===== src/rtl/match_controller_pkg.sv =====
// Shared phase encoding, player ids and score helpers for the match controller.
// Imported by the controller, its interface and its bench.
package match_pkg;

    typedef enum logic [2:0] {
        IDLE  = 3'd0,
        SERVE = 3'd1,
        PLAY  = 3'd2,
        PAUSE = 3'd3,
        OVER  = 3'd4
    } phase_t;

    localparam logic [6:0] SCORE_MAX = 7'd99;
    localparam logic       PLAYER_A  = 1'b0;
    localparam logic       PLAYER_B  = 1'b1;

    // Scores stick at SCORE_MAX so they never run ahead of the display counters.
    function automatic logic [6:0] sat_inc(input logic [6:0] s);
        return (s >= SCORE_MAX) ? SCORE_MAX : s + 7'd1;
    endfunction

endpackage


===== src/rtl/match_controller_if.sv =====
// Field/score-counter side bundle of the match controller.
// slave = controller view, master = driver of the sensors/start button.
interface match_controller_if;
    import match_pkg::*;

    logic   start;
    logic   goal_a;
    logic   goal_b;
    logic   goal_inc_a;
    logic   goal_inc_b;
    logic   dis_score;
    logic   ball_en;
    logic   serve_dir;
    phase_t phase;
    logic   game_over;
    logic   winner;

    modport master (
        output start, goal_a, goal_b,
        input  goal_inc_a, goal_inc_b, dis_score, ball_en, serve_dir,
               phase, game_over, winner
    );

    modport slave (
        input  start, goal_a, goal_b,
        output goal_inc_a, goal_inc_b, dis_score, ball_en, serve_dir,
               phase, game_over, winner
    );

endinterface


===== src/rtl/match_controller_pause_timer.sv =====
// Purpose: loadable down-counter timing the post-goal pause; done while count is zero.
// Latency: load takes effect next cycle; done is a decode of the count register.
// Backpressure: none; counts only while en is high and holds at zero.
module pause_timer #(
    parameter int CYCLES = 100_000_000
) (
    input  logic clk,
    input  logic rst,
    input  logic load,
    input  logic en,
    output logic done
);

    localparam int             W        = $clog2(CYCLES);
    localparam logic [W-1:0]   LOAD_VAL = W'(CYCLES - 1);

    logic [W-1:0] count_q;
    logic [W-1:0] count_d;

    always_comb begin
        count_d = count_q;
        if (load) begin
            count_d = LOAD_VAL;
        end else if (en && (count_q != '0)) begin
            count_d = count_q - 1'b1;
        end
    end

    always_ff @(posedge clk) begin
        if (rst) begin
            count_q <= '0;
        end else begin
            count_q <= count_d;
        end
    end

    assign done = (count_q == '0);

endmodule


===== src/rtl/match_controller.sv =====
// Purpose: two-player match sequencer: goal edge detect, tie arbitration, scores, phases.
// Latency: goal edge sampled at edge N -> goal_inc pulse and new phase visible at N+1.
// Backpressure: none; start outside IDLE/SERVE/OVER and goal edges outside PLAY are dropped.
module match_controller
    import match_pkg::*;
#(
    parameter int WIN_SCORE    = 7,
    parameter int PAUSE_CYCLES = 100_000_000
) (
    input  logic               clk,
    input  logic               rst,
    match_controller_if.slave  bus
);

    phase_t     state_q, state_d;
    logic       goal_a_q, goal_b_q;
    logic       last_q, last_d;
    logic [6:0] score_a_q, score_a_d;
    logic [6:0] score_b_q, score_b_d;
    logic       serve_dir_q, serve_dir_d;
    logic       winner_q, winner_d;
    logic       goal_inc_a_q, goal_inc_a_d;
    logic       goal_inc_b_q, goal_inc_b_d;
    logic       dis_score_q, dis_score_d;
    logic       ball_en_q, ball_en_d;
    logic       game_over_q, game_over_d;

    logic       edge_a, edge_b;
    logic       credit_a, credit_b;
    logic [6:0] new_score;
    logic       timer_load, timer_en, timer_done;

    pause_timer #(
        .CYCLES (PAUSE_CYCLES)
    ) u_pause_timer (
        .clk  (clk),
        .rst  (rst),
        .load (timer_load),
        .en   (timer_en),
        .done (timer_done)
    );

    always_comb begin
        state_d      = state_q;
        last_d       = last_q;
        score_a_d    = score_a_q;
        score_b_d    = score_b_q;
        serve_dir_d  = serve_dir_q;
        winner_d     = winner_q;
        goal_inc_a_d = 1'b0;
        goal_inc_b_d = 1'b0;
        timer_load   = 1'b0;
        timer_en     = 1'b0;

        edge_a    = bus.goal_a & ~goal_a_q;
        edge_b    = bus.goal_b & ~goal_b_q;
        // On a tie the player not credited last takes the goal.
        credit_b  = edge_b & (~edge_a | (last_q == PLAYER_A));
        credit_a  = edge_a & ~credit_b;
        new_score = credit_b ? sat_inc(score_b_q) : sat_inc(score_a_q);

        unique case (state_q)
            IDLE: begin
                if (bus.start) begin
                    state_d     = SERVE;
                    score_a_d   = '0;
                    score_b_d   = '0;
                    serve_dir_d = PLAYER_A;
                end
            end
            SERVE: begin
                if (bus.start) state_d = PLAY;
            end
            PLAY: begin
                if (credit_a || credit_b) begin
                    goal_inc_a_d = credit_a;
                    goal_inc_b_d = credit_b;
                    if (credit_b) score_b_d = new_score;
                    else          score_a_d = new_score;
                    last_d      = credit_b;
                    serve_dir_d = ~credit_b;
                    if (new_score == 7'(WIN_SCORE)) begin
                        state_d  = OVER;
                        winner_d = credit_b;
                    end else begin
                        state_d    = PAUSE;
                        timer_load = 1'b1;
                    end
                end
            end
            PAUSE: begin
                timer_en = 1'b1;
                if (timer_done) state_d = SERVE;
            end
            OVER: begin
                if (bus.start) state_d = IDLE;
            end
            default: state_d = IDLE;
        endcase

        // Outputs are registered off the next state so they line up with phase.
        dis_score_d = (state_d != IDLE);
        ball_en_d   = (state_d == PLAY);
        game_over_d = (state_d == OVER);
    end

    always_ff @(posedge clk) begin
        if (rst) begin
            state_q      <= IDLE;
            goal_a_q     <= 1'b0;
            goal_b_q     <= 1'b0;
            last_q       <= PLAYER_B;
            score_a_q    <= '0;
            score_b_q    <= '0;
            serve_dir_q  <= 1'b0;
            winner_q     <= 1'b0;
            goal_inc_a_q <= 1'b0;
            goal_inc_b_q <= 1'b0;
            dis_score_q  <= 1'b0;
            ball_en_q    <= 1'b0;
            game_over_q  <= 1'b0;
        end else begin
            state_q      <= state_d;
            goal_a_q     <= bus.goal_a;
            goal_b_q     <= bus.goal_b;
            last_q       <= last_d;
            score_a_q    <= score_a_d;
            score_b_q    <= score_b_d;
            serve_dir_q  <= serve_dir_d;
            winner_q     <= winner_d;
            goal_inc_a_q <= goal_inc_a_d;
            goal_inc_b_q <= goal_inc_b_d;
            dis_score_q  <= dis_score_d;
            ball_en_q    <= ball_en_d;
            game_over_q  <= game_over_d;
        end
    end

    assign bus.phase      = state_q;
    assign bus.goal_inc_a = goal_inc_a_q;
    assign bus.goal_inc_b = goal_inc_b_q;
    assign bus.dis_score  = dis_score_q;
    assign bus.ball_en    = ball_en_q;
    assign bus.serve_dir  = serve_dir_q;
    assign bus.game_over  = game_over_q;
    assign bus.winner     = winner_q;

endmodule


===== src/flat_wrapper.sv =====
// flat-port wrapper written by rule: the top's interface ports become plain ports
module match_controller_flat import match_pkg::*;
#(
    parameter int WIN_SCORE    = 7,
    parameter int PAUSE_CYCLES = 100_000_000
)
  (clk, rst, bus_start, bus_goal_a, bus_goal_b, bus_goal_inc_a, bus_goal_inc_b, bus_dis_score, bus_ball_en, bus_serve_dir, bus_phase, bus_game_over, bus_winner);
  match_controller_if bus_i ();
  input  logic clk;
  input  logic rst;
  input wire logic [$bits(bus_i.start)-1:0] bus_start;
  input wire logic [$bits(bus_i.goal_a)-1:0] bus_goal_a;
  input wire logic [$bits(bus_i.goal_b)-1:0] bus_goal_b;
  output wire logic [$bits(bus_i.goal_inc_a)-1:0] bus_goal_inc_a;
  output wire logic [$bits(bus_i.goal_inc_b)-1:0] bus_goal_inc_b;
  output wire logic [$bits(bus_i.dis_score)-1:0] bus_dis_score;
  output wire logic [$bits(bus_i.ball_en)-1:0] bus_ball_en;
  output wire logic [$bits(bus_i.serve_dir)-1:0] bus_serve_dir;
  output wire logic [$bits(bus_i.phase)-1:0] bus_phase;
  output wire logic [$bits(bus_i.game_over)-1:0] bus_game_over;
  output wire logic [$bits(bus_i.winner)-1:0] bus_winner;
  assign bus_i.start = bus_start;
  assign bus_i.goal_a = bus_goal_a;
  assign bus_i.goal_b = bus_goal_b;
  assign bus_goal_inc_a = bus_i.goal_inc_a;
  assign bus_goal_inc_b = bus_i.goal_inc_b;
  assign bus_dis_score = bus_i.dis_score;
  assign bus_ball_en = bus_i.ball_en;
  assign bus_serve_dir = bus_i.serve_dir;
  assign bus_phase = bus_i.phase;
  assign bus_game_over = bus_i.game_over;
  assign bus_winner = bus_i.winner;
  match_controller #(.WIN_SCORE(WIN_SCORE), .PAUSE_CYCLES(PAUSE_CYCLES)) u_core (.clk(clk), .rst(rst), .bus(bus_i));
endmodule

===== config.mk =====
export PLATFORM = sky130hd
export DESIGN_NAME = match_controller_flat
export DESIGN_NICKNAME = d
export VERILOG_FILES = /design/src/rtl/match_controller_pkg.sv /design/src/rtl/match_controller_if.sv /design/src/rtl/match_controller_pause_timer.sv /design/src/rtl/match_controller.sv /design/src/flat_wrapper.sv
export SDC_FILE = /design/constraint.sdc
export NUM_CORES = 1
export LEC_CHECK = 0
export CAP_MARGIN = 20
export CORE_ASPECT_RATIO = 2
export CORE_MARGIN = 4
export CORE_UTILIZATION = 45
export CTS_CLUSTER_SIZE = 14
export DETAILED_ROUTE_END_ITERATION = 10
export GPL_TIMING_DRIVEN = 1
export PLACE_DENSITY = 0.67
export SYNTH_ARGS = -nofsm -noshare
export SYNTH_HDL_FRONTEND = slang
export SYNTH_SLANG_ARGS = --single-unit

===== constraint.sdc =====
create_clock -name clk -period 2.8 [get_ports clk]
set_clock_uncertainty 0.1 [all_clocks]
set_input_delay 0.28 -clock clk [delete_from_list [all_inputs] [get_ports clk]]
set_output_delay 0.28 -clock clk [all_outputs]
set_load 0.1 [all_outputs]

==> key figures <==
Run status
  • Outcome: complete, no violations

Detailed routing
  • Routed len/inst: between 15 and 20 um
  • Routed Antenna Nets: 0
  • Vias per inst: 5.956
  • Initial DRC Count: 95
  • Routed wire length: roughly 6 mm
  • DRC viols: 0
  • TritonRoute pass-1 iters: 4
  • Vias: 2317

GRT
  • Global-route wire length before repair: 10.78 mm
  • Gr ovfl total: 0
  • Vias in the first global route: 2355
  • Largest net degree at the start of global routing: 28
  • Tot GR Track Use: 17.80%
  • Initial antenna violation count: 0

Floorplanning
  • Die W: 62.81 um
  • Initial core utilization: 46.96%
  • Die area: 0.007388 mm^2
  • Die Ht: 117.6 um
  • IO Count: 15
  • # rows: 39
  • Core ar.: 0.005758 mm^2

Clock network
  • Clock Latency Late Sink: 0.29 ns
  • # hold bufs at CTS: 0
  • Total CTS buffers: 5
  • H-Tree Level Count: 2
  • Clock root buffer master: clkbuf_16
  • CTS tree: yes
  • Clock buffer depth: 2
  • Clock net sink count: 54
  • CTS clock-pin slew for the worst setup and hold paths: roughly 0.07 ns

Logic synthesis
  • Cell taking the most area after synthesis: dfxtp_1
  • Syn Area/Cell: 8.924 um^2
  • Yosys reg bits: 54
  • Primary FF master, synth: dfxtp_1
  • Asr flop ratio synth: 0%
  • Netlist cell types: 55
  • Sequential element share of the synthesized area: 39.98%
  • Post-Syn Nets: 311
  • Ys Warns: 0
  • Yosys top cell area share: ~40%
  • Synth area leaders: dfxtp_1 40%, xnor2_1 7.1%, nor3_1 5.4%
  • Mapped cell area: about 0.0027 mm^2
  • Number of synthesized flops with an enable pin: 0
  • Post-Synthesis Cells: 303

Critical path
  • Reg2reg path depth: 7
  • R2R Path End: u_core.bus.game_over$_SDFF_PP0_
  • Crit. End Element: flop
  • Critical path class: flop to flop
  • Highest fanout seen on the critical path: 7
  • R2r setup slk: 0.21 ns
  • CP required: 2.90 ns
  • Startpoint type of the worst setup path: flop
  • CP Data Arrival Time: 2.69 ns
  • R2R Path Start: u_core.score_b_q[1]$_SDFFE_PP0P_

Timing
  • Slew @ Worst Pin: just under 0.8 ns
  • Setup TNS: 0 ns
  • Fin crit period: 2.589 ns
  • Fin. Hold Viols: 0
  • Min Hold Slack: 0.3657 ns
  • RSZ-0062 raised after global routing: no
  • Fin crit share: between 90 and 100%
  • Slew margin rel.: between 40% and 50%
  • Final setup viols: 0
  • Fmax: approximately 390 MHz
  • Final slew viol count: 0

Cells and area
  • Layout filler cell count: 556
  • Layout Nets: 335
  • Commonest cells after routing, fill and taps aside: 54 x dfxtp_1, 29 x nor3_1, 28 x buf_4
  • Most common cell after layout, fill and taps aside: dfxtp_1
  • Area Overhead vs Synth: 16.47%
  • Share of cells above drive strength 1: 15.55%
  • Antenna diodes: 0

Flow run
  • Max-Cap Viols: 0

Worst hold path
  • WHS Endpoint: u_core.bus.winner$_SDFFE_PP0P_
  • Worst min path class: flop to flop
  • Hold Path Cell Cnt: 2
  • Hold_sp: u_core.bus.winner$_SDFFE_PP0P_

Power and ir drop
  • Sw Ratio: a little over a third
  • Psw: slightly below 900 uW
  • Leakage power: 1.180 nW
  • P per Cell Area: 783.5 mW/mm^2
  • Clk pwr share: 28.7%
  • Max VDD drop: 0.4931 mV
  • Power share of the combinational group: 34.1%
  • Internal Pwr Total: 1.597 mW
  • Reg power frac: 37.1%

Place
  • Port Buffers: 14
  • Routability-driven placement congestion ratio: 0.9516
  • Detailed Place HPWL: between 4 and 5 mm
## per-layer routing
metal | GRT usage (%) | share of wire [%] | wire length (um) | up-vias
li1 | - | - | - | 1155
met1 | 17.82 | 37 | 2285 | 1100
met2 | 33.65 | 57 | 3463 | 40
met3 | 2.579 | 2.0 | 120 | 22
met4 | 10.37 | 4.1 | 252 | 0
met5 | 0 | 0 | 0 | -
## area by class of cell
cell class | count | area [um^2] | share of cell area [%]
multi-input cells | 226 | 1539 | 48.87
clock inverters | 3 | 47.55 | 1.510
repair buffers | 32 | 250.2 | 7.946
flip-flops and latches | 54 | 1081 | 34.33
well taps | 61 | 76.32 | 2.424
inverters | 8 | 30.03 | 0.9535
clock buffers | 5 | 125.1 | 3.973
## cells in the mapped netlist, types with 2 or more instances
master     count
o2111ai_1      4
inv_1          8
o311ai_2       2
ha_1           3
dfxtp_1       54
a31oi_1        2
nor4_4         2
o21bai_1       2
o21ba_2        2
a211o_1        3
and3_1         3
a2bb2oi_1      2
nand2b_1       6
a22oi_1        6
nor4_1         5
nor3_1        29
nor2_1        20
and3b_1        2
o21ai_1       14
or4_1          8
or3_1          7
a21o_1         2
o21ai_0       11
o31ai_1        3
nor2b_1        4
clkbuf_1      13
nand2_1       12
a21oi_1        7
xnor2_1       22
nor3b_1        2
a22o_1         5
xor2_1         9
nand3_1        6
a221oi_1       2
## per-stage QoR
stage	total power, mW	utilization [%]	std cells	setup WS [ns]	instance area, um^2
final	2.467	54.69	389	0.2110	3149
after global routing	2.613	54.69	389	0.04487	3149
after CTS	2.485	54.56	389	0.1241	3142
after detailed placement	1.770	51.56	381	0.04767	2969
after global placement	1.753	51.56	381	0.06542	2969
after floorplan	1.596	-	303	0.1242	2704
## flip-flops by register name, summed over array words and instances (netlist names)
name,count
u_core.u_pause_timer.count_q,27
u_core.score_a_q,7
u_core.score_b_q,7
u_core.bus.phase,3
u_core.bus.ball_en,1
u_core.bus.dis_score,1
u_core.bus.game_over,1
u_core.bus.goal_inc_a,1
u_core.bus.goal_inc_b,1
u_core.bus.serve_dir,1
u_core.bus.winner,1
u_core.goal_a_q,1
u_core.goal_b_q,1
u_core.last_q,1
## power by group through the flow
stage | clock, mW | sequential, mW | combinational (mW)
2_1_floorplan | 0 | 1.02 | 0.576
3_3_place_gp | 0 | 0.932 | 0.820
3_5_place_dp | 0 | 0.934 | 0.836
4_1_cts | 0.730 | 0.916 | 0.838
5_1_grt | 0.756 | 0.930 | 0.928
6_report | 0.709 | 0.916 | 0.842
## worst max-delay path, cell delays in order (launching register included)
cell and delay [ns]:
dfxtp_1 0.36, ha_1 0.27, nor4_1 0.27, a21oi_2 0.17, nor4b_1 0.41, o2111ai_1 0.24
or3_1 0.41, a221oi_1 0.25
## logic make-up after synthesis
family                     synth area share (%)
xor gates and xnor gates                  10.04
AOI/OAI and AO/OA                         19.44
DFF                                       39.98
and+or+nand+nor                           24.43
buffers and inverters                     3.378
muxes                                     1.342
adders and majority gates                 1.388
## how the worst max path moves through the flow
stage                                                       start                                       endpoint  slack, ns
global route                     u_core.score_b_q[1]$_SDFFE_PP0P_                u_core.bus.game_over$_SDFF_PP0_       0.04
global placement                                       bus_goal_a                 u_core.bus.phase[2]$_SDFF_PP0_       0.07
detailed placement                                     bus_goal_a                u_core.bus.game_over$_SDFF_PP0_       0.05
finish                           u_core.score_b_q[1]$_SDFFE_PP0P_                u_core.bus.game_over$_SDFF_PP0_       0.21
floorplan                          u_core.bus.phase[0]$_SDFF_PP0_  u_core.u_pause_timer.count_q[22]$_SDFFE_PP0P_       0.12
CTS                 u_core.u_pause_timer.count_q[20]$_SDFFE_PP0P_   u_core.u_pause_timer.count_q[6]$_SDFFE_PP0P_       0.12
## what timing repair did
action | CTS | global route
buffers inserted | 0 | 0
endpoints found under the setup margin | 0 | 8
gates resized for setup | 0 | 2
Power figures use the tool's default switching activity.
